File: src/rtl/r2z_conv_arbiter.sv
`default_nettype none
// ============================================================================
// Module   : r2z_conv_arbiter
// Purpose  : Round-robin shared float-to-int16 (toward zero) converter with a
//            two-stage valid/ready pipeline and a completed-conversion counter.
//            Optional macro R2Z_SAT_EN saturates out-of-range results.
// Revision : 1.0 - initial release
// ============================================================================
module r2z_conv_arbiter #(
    parameter int NUM_REQ = 4,
    parameter int ID_W    = 2
) (
    input  logic                    clk,
    input  logic                    rst,
    input  logic [NUM_REQ-1:0]      req_valid,
    input  logic [NUM_REQ*32-1:0]   req_data,
    output logic [NUM_REQ-1:0]      req_ready,
    output logic                    out_valid,
    input  logic                    out_ready,
    output logic [15:0]             out_data,
    output logic [ID_W-1:0]         out_id,
    output logic [15:0]             conv_count
);

    localparam logic [ID_W-1:0] c_rr_init = ID_W'(NUM_REQ - 1);

    logic [ID_W-1:0]    r_rr_last;
    logic               r_s1_valid;
    logic [31:0]        r_s1_data;
    logic [ID_W-1:0]    r_s1_id;
    logic               r_out_valid;
    logic [15:0]        r_out_data;
    logic [ID_W-1:0]    r_out_id;
    logic [15:0]        r_conv_count;

    logic [NUM_REQ-1:0] w_hi_mask;
    logic [NUM_REQ-1:0] w_hi_req;
    logic [NUM_REQ-1:0] w_grant;
    logic [ID_W-1:0]    w_grant_id;
    logic [31:0]        w_sel_data;
    logic               w_any;
    logic               w_adv_out;
    logic               w_s1_free;
    logic               w_xfer;

    logic [7:0]         w_exp;
    logic [23:0]        w_man;
    logic [4:0]         w_shamt;
    logic [15:0]        w_mag;
    logic [15:0]        w_conv;

    // Requesters strictly after the last winner take priority over the wrap-around set.
    generate
        for (genvar gi = 0; gi < NUM_REQ; gi++) begin : g_hi_mask
            assign w_hi_mask[gi] = (ID_W'(gi) > r_rr_last);
        end
    endgenerate

    always_comb begin
        w_hi_req   = req_valid & w_hi_mask;
        w_any      = |req_valid;
        w_grant_id = '0;
        w_sel_data = '0;
        for (int i = NUM_REQ - 1; i >= 0; i--) begin
            if (req_valid[i]) w_grant_id = ID_W'(i);
        end
        for (int i = NUM_REQ - 1; i >= 0; i--) begin
            if (w_hi_req[i]) w_grant_id = ID_W'(i);
        end
        for (int i = 0; i < NUM_REQ; i++) begin
            if (w_grant_id == ID_W'(i)) w_sel_data = req_data[32*i +: 32];
        end
    end

    assign w_grant   = w_any ? (NUM_REQ'(1) << w_grant_id) : '0;
    assign w_adv_out = ~r_out_valid | out_ready;
    assign w_s1_free = ~r_s1_valid | w_adv_out;
    assign req_ready = w_grant & {NUM_REQ{w_s1_free & ~rst}};
    assign w_xfer    = w_any & w_s1_free & ~rst;

    // Converter: keep the top e+1 bits of the implicit-one mantissa.
    always_comb begin
        w_exp   = r_s1_data[30:23] - 8'd127;
        w_man   = {1'b1, r_s1_data[22:0]};
        w_shamt = 5'd23 - w_exp[4:0];
        if (w_exp[7]) begin
            w_mag = 16'h0000;
        end else if (w_exp < 8'd15) begin
            w_mag = 16'(w_man >> w_shamt);
        end else begin
            w_mag = w_man[23:8];
        end
        w_conv = r_s1_data[31] ? (~w_mag + 16'd1) : w_mag;
`ifdef R2Z_SAT_EN
        if (!w_exp[7] && (w_exp >= 8'd15)) begin
            w_conv = r_s1_data[31] ? 16'h8000 : 16'h7FFF;
        end
`endif
    end

    always_ff @(posedge clk or posedge rst) begin
        if (rst) begin
            r_rr_last  <= c_rr_init;
            r_s1_valid <= 1'b0;
            r_s1_data  <= '0;
            r_s1_id    <= '0;
        end else begin
            r_s1_valid <= w_xfer | (r_s1_valid & ~w_adv_out);
            if (w_xfer) begin
                r_rr_last <= w_grant_id;
                r_s1_data <= w_sel_data;
                r_s1_id   <= w_grant_id;
            end
        end
    end

    always_ff @(posedge clk or posedge rst) begin
        if (rst) begin
            r_out_valid  <= 1'b0;
            r_out_data   <= '0;
            r_out_id     <= '0;
            r_conv_count <= '0;
        end else begin
            if (w_adv_out) begin
                r_out_valid <= r_s1_valid;
                if (r_s1_valid) begin
                    r_out_data <= w_conv;
                    r_out_id   <= r_s1_id;
                end
            end
            if (r_out_valid & out_ready) begin
                r_conv_count <= r_conv_count + 16'd1;
            end
        end
    end

    assign out_valid  = r_out_valid;
    assign out_data   = r_out_data;
    assign out_id     = r_out_id;
    assign conv_count = r_conv_count;

endmodule
`default_nettype wire
File: config.mk
export PLATFORM = sky130hd
export DESIGN_NAME = r2z_conv_arbiter
export DESIGN_NICKNAME = d
export VERILOG_FILES = /design/src/rtl/r2z_conv_arbiter.sv
export SDC_FILE = /design/constraint.sdc
export NUM_CORES = 1
export LEC_CHECK = 0
export ABC_AREA = 1
export BUFFER_PORTS_ARGS = -buffer_cell sky130_fd_sc_hd__buf_2
export CAP_MARGIN = 30
export CORE_MARGIN = 8
export CORE_UTILIZATION = 46
export DETAILED_ROUTE_END_ITERATION = 10
export PLACE_DENSITY = 0.82
export SYNTH_ARGS = -nofsm -noshare
export SYNTH_HDL_FRONTEND = slang
export SYNTH_SLANG_ARGS = --single-unit
File: constraint.sdc
create_clock -name clk -period 3.06 [get_ports clk]
set_input_delay 0.459 -clock clk [delete_from_list [all_inputs] [get_ports clk]]
set_output_delay 0.459 -clock clk [all_outputs]
set_load 0.01 [all_outputs]
## After elaboration in Yosys (flattened, before gate mapping)

Index checks and enable logic that the tools add are counted.

- Bits of input ports: 135
- Output and inout port bits: 39
- Register bits: 72

- Bitwise operators: 15
- Muxes and demuxes: 16
- Shift-type cells: 2
- Add/sub/neg operators: 4
- Equality and inequality tests: 3
- Order comparisons: 5
- Reductions and logical operators: 3

Operator list:

| kind | count |
|---|---|
| two-way mux 32 bit | 4 |
| two-way mux 16 bit | 3 |
| adder 16 x 1 -> 16 bit, second input constant | 2 |
| >> shifter 24 x 5 -> 16 bit | 1 |
| two-way mux 2 bit | 8 |
| inverter 16 bit | 1 |
| AND 4 bit | 2 |
| less-than comparator 8 x 4 -> 1 bit, second input constant | 1 |
| subtractor 8 x 7 -> 8 bit, second input constant | 1 |
| AND 1 bit | 5 |
| subtractor 5 bit, first input constant | 1 |
| == test 2 bit, second input constant | 2 |
| greater-than comparator 1 x 2 -> 1 bit, first input constant | 2 |
| greater-than comparator 2 bit, first input constant | 2 |
| two-way mux 4 bit | 1 |
| inverter 1 bit | 4 |
| OR reduction 4 bit | 1 |
| << shifter 1 x 2 -> 4 bit, first input constant | 1 |
| bitwise OR 1 bit | 3 |
| == test 2 x 1 -> 1 bit, second input constant | 1 |
| zero test 2 bit | 1 |
| AND reduction 2 bit | 1 |

## Depth between registers and ports, before layout

- Depth after elaboration: 13
- Gate-level depth with buffers: 23
- Mapped depth without buffers: 22

## Least setup slack after synthesis

No wires, ideal clock.

- Kind: in2out
- From: input rst
- To: output req_ready[0]
- Stages: 7
- Arrival time: 3022 ps
- Slack: -421 ps
- Cells stage by stage: inv_1 -> nand2_1 -> nor2_1 -> inv_1 -> clkbuf_1 -> clkbuf_1 -> nor3_1

- Word-level cells in the longest chain between the ends: 3

RTL lines:

| what | RTL line | RTL |
|---|---|---|
| from (decl) | 14 | `input logic rst,` |
| inverter 1 bit | 78 | `assign req_ready = w_grant & {NUM_REQ{w_s1_free & ~rst}};` |
| AND 1 bit | 78 |  |
| AND 4 bit | 78 |  |
| to (decl) | 17 | `output logic [NUM_REQ-1:0] req_ready,` |

No other way between the ends.

## Worst setup path after layout

- From: register r_s1_data[24]
- To: register r_out_data[12] (netlist: out_data[12])

- Word-level cells in the longest chain between the ends: 8

RTL lines:

| what | RTL line | RTL |
|---|---|---|
| from (decl) | 29 | `logic [31:0] r_s1_data;` |
| from (signal assigned) | 111 | `r_s1_data <= w_sel_data;` |
| subtractor 8 x 7 -> 8 bit * | 83 | `w_exp = r_s1_data[30:23] - 8'd127;` |
| subtractor 5 bit | 85 | `w_shamt = 5'd23 - w_exp[4:0];` |
| >> shifter 24 x 5 -> 16 bit | 89 | `w_mag = 16'(w_man >> w_shamt);` |
| two-way mux 16 bit | 88 | `end else if (w_exp < 8'd15) begin` |
| two-way mux 16 bit * | 86 | `if (w_exp[7]) begin` |
| inverter 16 bit | 93 | `w_conv = r_s1_data[31] ? (~w_mag + 16'd1) : w_mag;` |
| adder 16 x 1 -> 16 bit | 93 |  |
| two-way mux 16 bit * | 93 |  |
| to (signal assigned) | 127 | `r_out_data <= w_conv;` |
| to (decl) | 32 | `logic [15:0] r_out_data;` |

Mark *: on every way between the ends. The rest lies on a longest branch, timed or not.
A chain may end at the register's enable or synchronous reset.

==> flow_metrics.env <==
export IMPL_drc=0
export IMPL_tightestPinTransition_ps=765.9
export IMPL_ys_seq_area_frac=0.3279
export IMPL_firstDrtPassIters=5
export IMPL_syn_nets=882
export IMPL_fmax_mhz=353.3
export IMPL_cts_tree="built"
export IMPL_cp_common_cell="nand3_1"
export IMPL_die_x_um=119.1
export IMPL_min_path_type="input port to flip-flop"
export IMPL_synthArstFlopShare=1.000
export IMPL_cts_buffers=9
export IMPL_grt_overflow=0
export IMPL_power_frac_seq=0.251
export IMPL_antenna_found_initial=0
export IMPL_ys_ff_latch=64
export IMPL_combPwrFrac=0.599
export IMPL_final_common_cell="nand2_1"
export IMPL_critPathLaunchType="flip-flop"
export IMPL_grt_util_met3=0.03779
export IMPL_via_count=5360
export IMPL_hold_violations=0
export IMPL_final_cell_mix="nand2_1, nand3_1, buf_2"
export IMPL_clockBufferDepth=2
export IMPL_core_area_mm2=0.01032
export IMPL_grt_pass1_wl_mm=24.75
export IMPL_internal_power_mw=2.797
export IMPL_max_stage_delay_ps=470
export IMPL_cap_violations=0
export IMPL_min_period_over_period=0.9250
export IMPL_synth_top_cell_area_share=0.3171
export IMPL_outcome="finished clean"
export IMPL_cts_root_buf="clkbuf_8"
export IMPL_p_sw_mw=2.757
export IMPL_holdBufCountCts=0
export IMPL_nets=1013
export IMPL_cts_sinks=64
export IMPL_cts_clk_slew_worst_paths_ps=80
export IMPL_syn_area_mm2=0.004892
export IMPL_slew_headroom=0.4894
export IMPL_criticalPathCategory="flip-flop to flip-flop"
export IMPL_post_drt_wl_per_cell_um=14.37
export IMPL_grtUsageMet2=0.3498
export IMPL_rsz0062_at_grt="no"
export IMPL_busiest_layer="met2"
export IMPL_post_dp_hpwl_mm=11.64
export IMPL_power_density_mw_per_mm2=932.1
export IMPL_finalSetupTns_ps=0
export IMPL_finalSetupViolations=0
export IMPL_total_power_mw=5.554
export IMPL_path_cells="ha_2, nand2_1, inv_2, nor2_4, buf_4, buf_4, nand3_1, nand3_1, a21oi_1, nor2_4, inv_1, ha_1, nand3_2, o21ai_4, nand4_1, nand3_1, nand2_1"
export IMPL_areaGrowthSynthToFinish_pct=21.79
export IMPL_synth_distinct_cells=38
export IMPL_grtUsageTotal=0.2093
export IMPL_slew_viol_final=0
export IMPL_io_pins=174
export IMPL_routed_wl_mm=14.59
export IMPL_chipHeight_um=119.1
export IMPL_grtUsageMet1=0.2628
export IMPL_worstPathRequired_ps=3290
export IMPL_die_area_mm2=0.01419
export IMPL_place_congestion=0.9238
export IMPL_num_antenna_cells=0
export IMPL_drtAntennaViolNets=0
export IMPL_yosys_area_top_type="dfrtp_1"
export IMPL_first_iter_violations=358
export IMPL_initial_core_util=0.4739
export IMPL_clock_skew_final_ps=6.855
export IMPL_endpoint_kind="flip-flop"
export IMPL_drive_gt1_frac=0.2412
export IMPL_p_clk_frac=0.150
export IMPL_synthTopCellsByArea="dfrtp_1, nand3_1, nand2_1"
export IMPL_portBuffers=141
export IMPL_p_leak_nw=3.255
export IMPL_via_per_inst=5.281
export IMPL_syn_avg_cell_area_um2=6.584
export IMPL_grt_max_degree=65
export IMPL_yosys_warnings=0
export IMPL_critPathArrivalTime_ps=3060
export IMPL_critPathSlowestCell="dfrtp_2"
export IMPL_synth_edf_count=0
export IMPL_synth_ff_type="dfrtp_1"
export IMPL_clk_latency_ps=340
export IMPL_cp_max_fo=9
export IMPL_synthCells=743
export IMPL_grt_pass1_vias=5203
export IMPL_post_route_min_period_ps=2830
export IMPL_htree_levels=3
export IMPL_vdd_drop_max_mv=0.3897
export IMPL_rows=37
export IMPL_p_sw_frac=0.4964
## metal layers
metal	routed length (um)	share of wire	vias to the layer above
met4	414	0.028	0
li1	-	-	2705
met3	798	0.055	35
met5	0	0	-
met2	6935	0.48	170
met1	6436	0.44	2450
## per-stage QoR
step                  util  cell area [um2]  hold WS, ps  instances  worst slack [ps]
floorplan                -             4896        456.0        743             147.5
CTS                 0.5758             5944        384.6       1014             168.4
global placement    0.5538             5717        458.5        998             247.9
finish              0.5771             5958        397.2       1015             229.6
global route        0.5771             5958        403.1       1015            0.3941
detailed placement  0.5538             5717        460.2        998             180.8
## synth_stat cells, types with 3 or more instances
master / count
nor2_1: 38
nand2_1: 214
nand2_4: 4
xor2_1: 8
nand2_2: 7
inv_1: 67
nand3_1: 169
a22oi_1: 6
nand3_2: 4
nand4_1: 9
inv_2: 3
xnor2_1: 10
buf_4: 5
dfrtp_1: 62
a211oi_1: 15
clkbuf_1: 28
clkinv_1: 3
o21ai_0: 21
a21oi_1: 30
nor3_1: 5
nor2_2: 4
ha_1: 4
buf_2: 5
## power groups by stage
stage / clock network, mW / registers [mW] / logic, mW
finish: 0.832 / 1.39 / 3.33
global route: 0.894 / 1.43 / 3.78
CTS: 0.853 / 1.39 / 3.30
detailed placement: 0 / 1.40 / 3.28
global placement: 0 / 1.39 / 3.24
floorplan: 0 / 1.41 / 2.40
## cell type report
cell class	instances	area [um2]
clock buffers	9	123.9
clock inverters	7	103.9
fillers	1002	4365
inverters	73	280.3
multi-input cells	566	2826
flip-flops and latches	64	1605
well taps	136	170.2
repair buffers	160	848.3
## path summary, 6_finish.rpt
path                                            start                         end  slack (ps)  depth (start not counted)
min reg2reg                conv_count[15]$_DFFE_PP0P_  conv_count[15]$_DFFE_PP0P_         480                          1
min in group asynchronous                         rst        r_s1_valid$_DFF_PP0_         420                          3
max reg2reg                 r_s1_data[24]$_DFFE_PP0P_    out_data[12]$_DFFE_PP0P_         230                         17
max in group asynchronous                         rst   r_s1_data[24]$_DFFE_PP0P_        2100                          3
min                                     req_data[119]   r_s1_data[23]$_DFFE_PP0P_         400                          3
max                         r_s1_data[24]$_DFFE_PP0P_    out_data[12]$_DFFE_PP0P_         230                         17
## cells by family after synthesis
group	count (synthesis)	synth area share
multiplexers	1	0.002302
flip-flops	64	0.3279
buffers and inverters	113	0.09488
XOR/XNOR	18	0.03222
AND/OR/NAND/NOR	461	0.4309
AO/OA/AOI/OAI	82	0.1015
adder cells (fa/ha/maj)	4	0.01023
## critical path: cells and delay by family, from the launching register on
kind / cells / cell delay (ps)
AND/OR/NAND/NOR: 9 / 770
AO/OA/AOI/OAI: 2 / 500
buffers and inverters: 4 / 490
flip-flops: 1 / 470
adder cells (fa/ha/maj): 2 / 470
## registers in the layout, indices dropped and copies added (netlist names)
signal,cells
out_id,2
out_data,16
conv_count,16
r_s1_data,24
r_rr_last,2
r_s1_valid,1
r_s1_id,2
out_valid,1
## what timing repair did
item / 4_1_cts / 5_1_grt
endpoints found under the hold margin: 0 / 0
setup buffers: 0 / 1
setup endpoints to repair: 0 / 5
resized for setup: 0 / 4
Note: power is estimated with default switching activity, not from simulation.
